## src/rtl/aes_encipher.sv

```systemverilog
// aes_encipher: iterative AES-128/256 forward cipher, one round per clock,
// requesting each expanded round key by index on `round`.
`default_nettype none

module aes_encipher (
    input  logic         clk,
    input  logic         rst_n,
    input  logic         next,
    input  logic         keylen,
    output logic [3:0]   round,
    input  logic [127:0] round_key,
    input  logic [127:0] block,
    output logic [127:0] new_block,
    output logic         ready
);

    typedef enum logic [2:0] {
        IDLE  = 3'd0,
        INIT  = 3'd1,
        ROUND = 3'd2,
        FINAL = 3'd3,
        DONE  = 3'd4
    } state_t;

    // Forward S-box, entry 0 in the most significant byte.
    localparam logic [2047:0] c_SBOX = {
        128'h637c777bf26b6fc53001672bfed7ab76,
        128'hca82c97dfa5947f0add4a2af9ca472c0,
        128'hb7fd9326363ff7cc34a5e5f171d83115,
        128'h04c723c31896059a071280e2eb27b275,
        128'h09832c1a1b6e5aa0523bd6b329e32f84,
        128'h53d100ed20fcb15b6acbbe394a4c58cf,
        128'hd0efaafb434d338545f9027f503c9fa8,
        128'h51a3408f929d38f5bcb6da2110fff3d2,
        128'hcd0c13ec5f974417c4a77e3d645d1973,
        128'h60814fdc222a908846eeb814de5e0bdb,
        128'he0323a0a4906245cc2d3ac629195e479,
        128'he7c8376d8dd54ea96c56f4ea657aae08,
        128'hba78252e1ca6b4c6e8dd741f4bbd8b8a,
        128'h703eb5664803f60e613557b986c11d9e,
        128'he1f8981169d98e949b1e87e9ce5528df,
        128'h8ca1890dbfe6426841992d0fb054bb16
    };

    function automatic logic [7:0] sbox(input logic [7:0] x);
        return c_SBOX[{~x, 3'b111} -: 8];
    endfunction

    function automatic logic [7:0] xt(input logic [7:0] b);
        return {b[6:0], 1'b0} ^ (b[7] ? 8'h1b : 8'h00);
    endfunction

    state_t         r_state, w_state_nxt;
    logic [3:0]     r_round, w_round_nxt;
    logic [127:0]   r_block, w_block_nxt;
    logic           r_ready, w_ready_nxt;
    logic           r_keylen, w_keylen_nxt;

    logic [7:0]     w_sb [16];
    logic [7:0]     w_sr [16];
    logic [7:0]     w_mc [16];
    logic [127:0]   w_sr_flat;
    logic [127:0]   w_mc_flat;
    logic [3:0]     w_last;

    // Byte i of the state lives at [127-8i -: 8]; i = 4*col + row.
    for (genvar gi = 0; gi < 16; gi++) begin : g_byte
        assign w_sb[gi]                  = sbox(r_block[127-8*gi -: 8]);
        assign w_sr_flat[127-8*gi -: 8]  = w_sr[gi];
        assign w_mc_flat[127-8*gi -: 8]  = w_mc[gi];
    end

    for (genvar gc = 0; gc < 4; gc++) begin : g_col
        for (genvar gr = 0; gr < 4; gr++) begin : g_row
            assign w_sr[4*gc+gr] = w_sb[4*((gc+gr)%4)+gr];
        end
    end

    for (genvar gc = 0; gc < 4; gc++) begin : g_mix
        logic [7:0] w_a0, w_a1, w_a2, w_a3;
        assign w_a0 = w_sr[4*gc+0];
        assign w_a1 = w_sr[4*gc+1];
        assign w_a2 = w_sr[4*gc+2];
        assign w_a3 = w_sr[4*gc+3];
        assign w_mc[4*gc+0] = xt(w_a0) ^ xt(w_a1) ^ w_a1 ^ w_a2 ^ w_a3;
        assign w_mc[4*gc+1] = w_a0 ^ xt(w_a1) ^ xt(w_a2) ^ w_a2 ^ w_a3;
        assign w_mc[4*gc+2] = w_a0 ^ w_a1 ^ xt(w_a2) ^ xt(w_a3) ^ w_a3;
        assign w_mc[4*gc+3] = xt(w_a0) ^ w_a0 ^ w_a1 ^ w_a2 ^ xt(w_a3);
    end

    assign w_last = r_keylen ? 4'd13 : 4'd9;

    always_comb begin
        w_state_nxt  = r_state;
        w_round_nxt  = r_round;
        w_block_nxt  = r_block;
        w_ready_nxt  = r_ready;
        w_keylen_nxt = r_keylen;
        case (r_state)
            IDLE, DONE: begin
                if (next) begin
                    w_block_nxt  = block;
                    w_keylen_nxt = keylen;
                    w_round_nxt  = 4'd0;
                    w_ready_nxt  = 1'b0;
                    w_state_nxt  = INIT;
                end
            end
            INIT: begin
                w_block_nxt = r_block ^ round_key;
                w_round_nxt = 4'd1;
                w_state_nxt = ROUND;
            end
            ROUND: begin
                w_block_nxt = w_mc_flat ^ round_key;
                w_round_nxt = r_round + 4'd1;
                if (r_round == w_last) begin
                    w_state_nxt = FINAL;
                end
            end
            FINAL: begin
                w_block_nxt = w_sr_flat ^ round_key;
                w_ready_nxt = 1'b1;
                w_state_nxt = DONE;
            end
            default: begin
                w_state_nxt = IDLE;
                w_ready_nxt = 1'b0;
            end
        endcase
    end

    always_ff @(posedge clk or negedge rst_n) begin
        if (!rst_n) begin
            r_state  <= IDLE;
            r_round  <= 4'd0;
            r_block  <= 128'h0;
            r_ready  <= 1'b0;
            r_keylen <= 1'b0;
        end else begin
            r_state  <= w_state_nxt;
            r_round  <= w_round_nxt;
            r_block  <= w_block_nxt;
            r_ready  <= w_ready_nxt;
            r_keylen <= w_keylen_nxt;
        end
    end

    assign round     = r_round;
    assign new_block = r_block;
    assign ready     = r_ready;

endmodule

`default_nettype wire

```

## config.mk

```make
export PLATFORM = sky130hd
export DESIGN_NAME = aes_encipher
export DESIGN_NICKNAME = d
export VERILOG_FILES = /design/src/rtl/aes_encipher.sv
export SDC_FILE = /design/constraint.sdc
export NUM_CORES = 2
export LEC_CHECK = 0
export CELL_PAD_IN_SITES_DETAIL_PLACEMENT = 0
export CELL_PAD_IN_SITES_GLOBAL_PLACEMENT = 1
export CORE_ASPECT_RATIO = 1.25
export CORE_MARGIN = 4
export CORE_UTILIZATION = 25
export CTS_BUF_LIST = sky130_fd_sc_hd__clkbuf_16
export DETAILED_ROUTE_END_ITERATION = 10
export MAX_ROUTING_LAYER = met4
export PLACE_DENSITY_LB_ADDON = 0.15
export SLEW_MARGIN = 20
export SYNTH_ARGS = -nofsm -noshare
export SYNTH_HDL_FRONTEND = slang
export SYNTH_SLANG_ARGS = --single-unit
```

## constraint.sdc

```tcl
create_clock -name clk -period 5.78 [get_ports clk]
set_input_delay 1.734 -clock clk [delete_from_list [all_inputs] [get_ports clk]]
set_output_delay 1.734 -clock clk [all_outputs]
set_load 0.1 [all_outputs]
```

### Word level (Yosys, flattened, before mapping)

Index checks and enable logic that the tools add are counted.

| storage, ports and cells | value |
|---|---|
| bits in registers | 137 |
| input bits | 260 |
| logic and storage cells | 165 |
| output and inout port bits | 133 |

| cells by class | value |
|---|---|
| add/subtract/negate cells | 1 |
| reduce and logical (&&, ||, !) cells | 10 |
| bitwise operators | 100 |
| muxes and demuxes | 26 |
| shifts and indexed selects | 16 |
| equality and inequality tests | 7 |

Operator list:

| cell | count |
|---|---|
| 2055-bit by 12-bit indexed part select with 8-bit output (first input constant) | 16 |
| 128-bit case mux with 4 select lines | 1 |
| 8-bit bitwise XOR | 64 |
| 128-bit bitwise XOR | 3 |
| 128-bit 2-to-1 mux | 1 |
| 8-bit inverter | 16 |
| 8-bit by 5-bit bitwise XOR with 8-bit output | 16 |
| 5-bit 2-to-1 mux | 16 |
| 3-bit case mux with 4 select lines | 1 |
| 4-bit case mux with 3 select lines | 1 |
| 2-bit AND reduction | 5 |
| 3-bit 2-to-1 mux | 3 |
| 3-bit by 2-bit == test with 1-bit output (second input constant) | 2 |
| 4-bit by 1-bit adder with 4-bit output (second input constant) | 1 |
| 4-bit == test | 1 |
| 4-bit 2-to-1 mux | 1 |
| 2-bit inequality test (second input constant) | 2 |
| 4-bit nonzero test | 1 |
| 2-bit OR reduction | 2 |
| 3-bit by 1-bit == test with 1-bit output (second input constant) | 1 |
| 3-bit == test (second input constant) | 1 |
| 3-bit zero test | 1 |
| 1-bit case mux with 3 select lines | 1 |
| 3-bit nonzero test | 1 |
| other kinds (2) | 2 |

### Logic depth before layout (Yosys ltp)

| logic depth | value |
|---|---|
| depth in word-level cells | 10 |
| mapped depth | 18 |

### Worst setup path after synthesis

Ideal clock, no wire load.

| path | value |
|---|---|
| path type | reg-to-reg |
| start point | register r_block[49] (netlist: new_block[49]) |
| end point | register r_block[73] (netlist: new_block[73]) |
| slack | 0.431 ns |
| arrival time | 5.217 ns |
| library setup time | 0.132 ns |
| stages on the path, launching flop included | 17 |
| cell sequence | dfrtp_1 buf_2 clkbuf_1 clkbuf_1 inv_1 ha_1 clkbuf_1 nor2_1 nor3_1 a221o_1 mux4_2 o311ai_2 xor2_1 xor3_1 a222oi_1 xor2_1 o21ai_1 |

| on the way | value |
|---|---|
| cells in the longest elaborated chain, start to end | 8 |

RTL lines:

| item | line | RTL |
|---|---|---|
| from (decl) | 55 | `logic [127:0] r_block, w_block_nxt;` |
| from (signal assigned) | 143 | `r_block <= w_block_nxt;` |
| 8-bit inverter | 46 | `return c_SBOX[{~x, 3'b111} -: 8];` |
| 2055-bit by 12-bit indexed part select with 8-bit output | 46 |  |
| 8-bit bitwise XOR (4 in series) | 87 | `assign w_mc[4*gc+2] = w_a0 ^ w_a1 ^ xt(w_a2) ^ xt(w_a3) ^ w_a3;` |
| 128-bit bitwise XOR | 115 | `w_block_nxt = w_mc_flat ^ round_key;` |
| 128-bit case mux with 4 select lines | 99 | `case (r_state)` |

Every way passes these cells.
A chain may end at the register's enable or synchronous reset.

### Worst setup path after layout

| path | value |
|---|---|
| start point | register r_block[56] (netlist: new_block[56]) |
| end point | register r_block[42] (netlist: new_block[42]) |

Same word-level chain as after synthesis.

==> results.json <==
{
  "cts_setup_buffers": 0,
  "detail-route-antenna-nets": 0,
  "drc": 0,
  "fin_nets": 10300,
  "fp.dieH_um": 595,
  "grt_antenna_before_repair": 36,
  "drt_wl_total_mm": 500,
  "hold_viol": 0,
  "core_um2": 274000,
  "synth-async-reset-ratio_pct": 100,
  "place_congestion": 1.04,
  "cap_violations": 0,
  "grt_remaining_overflow": 0,
  "track_usage_pct": 34.1,
  "synth-seq-cells": 137,
  "ys_seq_area_share_pct": 4.98,
  "endpoint_kind": "register",
  "dieArea_um2": 284000,
  "htree_levels": 4,
  "cts_tree": "built",
  "die_x_um": 477,
  "grt_max_degree": 139,
  "io-pin-count": 393,
  "dpl_cell_area_um2": 77300,
  "syn_inst": 9906,
  "synth_edf_count": 0,
  "clk_latency_ps": 610,
  "start_util_pct": 25.1,
  "status": "completed",
  "syn-num-nets": 10400,
  "drive_gt1_share_pct": 13.2,
  "start_kind": "register",
  "cts_made_buffers": 25,
  "portBuffers": 392,
  "initialDrtViolationCount": 14100,
  "yosysUniqueCellTypes": 133,
  "path_class": "register to register",
  "finClkSkew_ps": 40.5,
  "ys_dominant_reg_cell": "dfrtp_1",
  "cts_max_path_buffers": 3,
  "grt_pass1_wl_mm": 694,
  "max_stage_delay_ps": 890,
  "firstDrtPassIters": 7,
  "yosysWarningCount": 0,
  "critPathMostFrequentCell": "xnor2_1",
  "cp.required_ps": 6210,
  "rsz0062_at_grt": "no",
  "fmax_mhz": 176,
  "vias_per_cell": 6.67,
  "crit_arrival_ps": 6120,
  "fp-row-count": 215,
  "setup_viol": 0,
  "path_max_fanout": 32,
  "syn_area_per_cell_um2": 6.95,
  "detail_route.wl_per_cell_um": 37.3,
  "max-slew-margin-rel_pct": 21.8,
  "critPathSlowestCell": "o21ai_0",
  "grt_pass1_vias": 84200,
  "path_cells": "buf_4, ha_1, nand2b_1, a32oi_1, a2bb2oi_1, mux4_2, o22a_1, xor2_2, xnor2_1, xnor2_1, o21ai_0, and4_1, a211oi_1",
  "cts_sinks": 137,
  "tns_ps": 0,
  "synth_area_um2": 68800,
  "dpl.hpwl_mm": 376,
  "slew_viol_final": 0,
  "n_fill_cell": 30200,
  "clk_pin_slew_worst_paths_ps": 80,
  "fin_hold_ws_ps": 506,
  "fin_crit_sh_pct": 98.4,
  "vias": 89400,
  "area_delta_synth_final_pct": 13.5,
  "layout_min_cycle_time_ps": 5690,
  "hp-class": "register to register",
  "stdcell_area_um2": 78100,
  "tightestPinTransition_ps": 1170,
  "clock-root-buffer": "clkbuf_16"
}
layout make-up:
class / instances / area [µm²] / share of cell area, %
Clock inverter: 8 / 63.8 / 0.0817
Tap cell: 3580 / 4480 / 5.74
Timing Repair Buffer: 1065 / 9350 / 12.0
Sequential cell: 137 / 3560 / 4.56
Multi-Input combinational cell: 8372 / 59200 / 75.8
Antenna cell: 29 / 72.6 / 0.0929
Inverter: 194 / 728 / 0.933
Clock buffer: 25 / 626 / 0.801
Yosys cell counts, types with 42 or more instances:
| library cell | instances | area share [%] |
|---|---|---|
| o32ai_1 | 45 | 0.57 |
| mux2_2 | 48 | 0.79 |
| o31ai_1 | 115 | 1.3 |
| o21a_1 | 52 | 0.57 |
| nor4_1 | 42 | 0.38 |
| a21o_1 | 70 | 0.76 |
| dfrtp_1 | 137 | 5.0 |
| buf_1 | 89 | 0.49 |
| o21ai_0 | 640 | 4.7 |
| a21oi_1 | 810 | 5.9 |
| nand4_1 | 42 | 0.38 |
| xnor3_1 | 67 | 2.2 |
| a211oi_1 | 243 | 2.7 |
| nand2_1 | 769 | 4.2 |
| or3_1 | 62 | 0.56 |
| ha_1 | 230 | 4.2 |
| a2111oi_0 | 53 | 0.67 |
| clkbuf_1 | 629 | 3.4 |
| nand2b_1 | 346 | 3.1 |
| nor2b_1 | 319 | 2.9 |
| nor3b_1 | 65 | 0.71 |
| inv_1 | 156 | 0.85 |
| o21ai_1 | 73 | 0.53 |
| o311a_1 | 52 | 0.76 |
| and2_1 | 96 | 0.87 |
| nand3_1 | 319 | 2.3 |
| a211o_1 | 87 | 1.1 |
| and3_1 | 82 | 0.75 |
| nor2_1 | 749 | 4.1 |
| o211ai_1 | 190 | 2.1 |
| mux4_2 | 222 | 7.3 |
| a311oi_1 | 148 | 1.9 |
| xnor2_1 | 256 | 3.3 |
| a221oi_1 | 83 | 1.1 |
| mux2i_1 | 155 | 2.3 |
| a31oi_1 | 209 | 1.9 |
| a22oi_1 | 77 | 0.84 |
| xor2_1 | 153 | 1.9 |
| o22ai_1 | 76 | 0.69 |
| buf_4 | 75 | 0.82 |
| or2_2 | 81 | 0.74 |
| nor3_1 | 329 | 2.4 |
| o221ai_1 | 71 | 0.90 |
| o311ai_0 | 160 | 2.0 |
| buf_2 | 373 | 2.7 |
layer usage:
layer | vias up | wire (µm) | GRT usage (%)
li1 | 37500 | - | -
met1 | 44500 | 196000 | 42.1
met2 | 6227 | 229000 | 54.5
met3 | 1276 | 44800 | 5.96
met4 | 0 | 30300 | 15.2
met5 | - | 0 | -
placed cells by master, fill, tap and decap left out, drive strengths merged, types with 191 or more instances in the layout:
cell type / synthesis / layout
nor3: 331 / 331
clkdlybuf4s50: 0 / 376
nor2: 759 / 759
xnor2: 267 / 267
a211oi: 252 / 252
o211ai: 191 / 191
ha: 230 / 230
a31oi: 211 / 211
nand3: 320 / 320
nand2: 770 / 770
buf: 573 / 689
o21ai: 714 / 714
mux4: 222 / 222
a21oi: 811 / 811
nor2b: 320 / 320
nand2b: 347 / 347
cells by family (layout without fill, tap and decap cells):
| group | after synthesis | count (layout) | synth area share, % |
|---|---|---|---|
| adders and majority gates | 230 | 230 | 4.18 |
| other | 0 | 29 | 0 |
| buffers and inverters | 1397 | 1292 | 9.12 |
| muxes | 428 | 428 | 10.4 |
| and+or+nand+nor | 3463 | 3463 | 25.3 |
| DFF | 137 | 137 | 4.98 |
| xor gates and xnor gates | 503 | 503 | 8.17 |
| AOI/OAI and AO/OA | 3748 | 3748 | 37.9 |
state kept, by name, summed over array words and instances, names as in the netlist:
| register | cells |
|---|---|
| round | 4 |
| new_block | 128 |
| ready | 1 |
| r_keylen | 1 |
| r_state | 3 |
per-stage QoR:
stage | utilization, % | setup slack [ps] | cells
4_1_cts | 28.5 | 91.8 | 13400
3_3_place_gp | 28.2 | 72.2 | 13300
6_report | 28.5 | 91.8 | 13400
3_5_place_dp | 28.2 | 138 | 13300
2_1_floorplan | - | 431 | 9906
5_1_grt | 28.5 | 45.0 | 13400
path summary, 6_finish.rpt:
check | start | endpoint | slack (ps) | depth (start not counted)
setup / recovery | new_block[56] | new_block[42] | 90 | 13
hold / removal | r_keylen | r_keylen | 510 | 2
setup reg to reg | new_block[56] | new_block[42] | 90 | 13
hold reg to reg | r_keylen | r_keylen | 510 | 2
max in group asynchronous | rst_n | new_block[123] | 3440 | 2
min in group asynchronous | rst_n | new_block[22] | 1180 | 1
what timing repair did:
item                                    in CTS  in global routing
resized for setup                            0                  2
endpoints found under the setup margin       0                  2
hold buffers                                 0                  0
critical path: cells and delay by family, from the launching register on:
kind / cells / cell delay, ps
AO/OA/AOI/OAI: 5 / 2010
adder cells (fa/ha/maj): 1 / 760
AND/OR/NAND/NOR: 2 / 730
XOR/XNOR: 3 / 730
multiplexers: 1 / 500
buffers and inverters: 1 / 430
flip-flops: 1 / 350
Power is left out: the tool's default activity adds up to more than one toggle a clock period on the data nets, which glitch-free logic cannot reach.
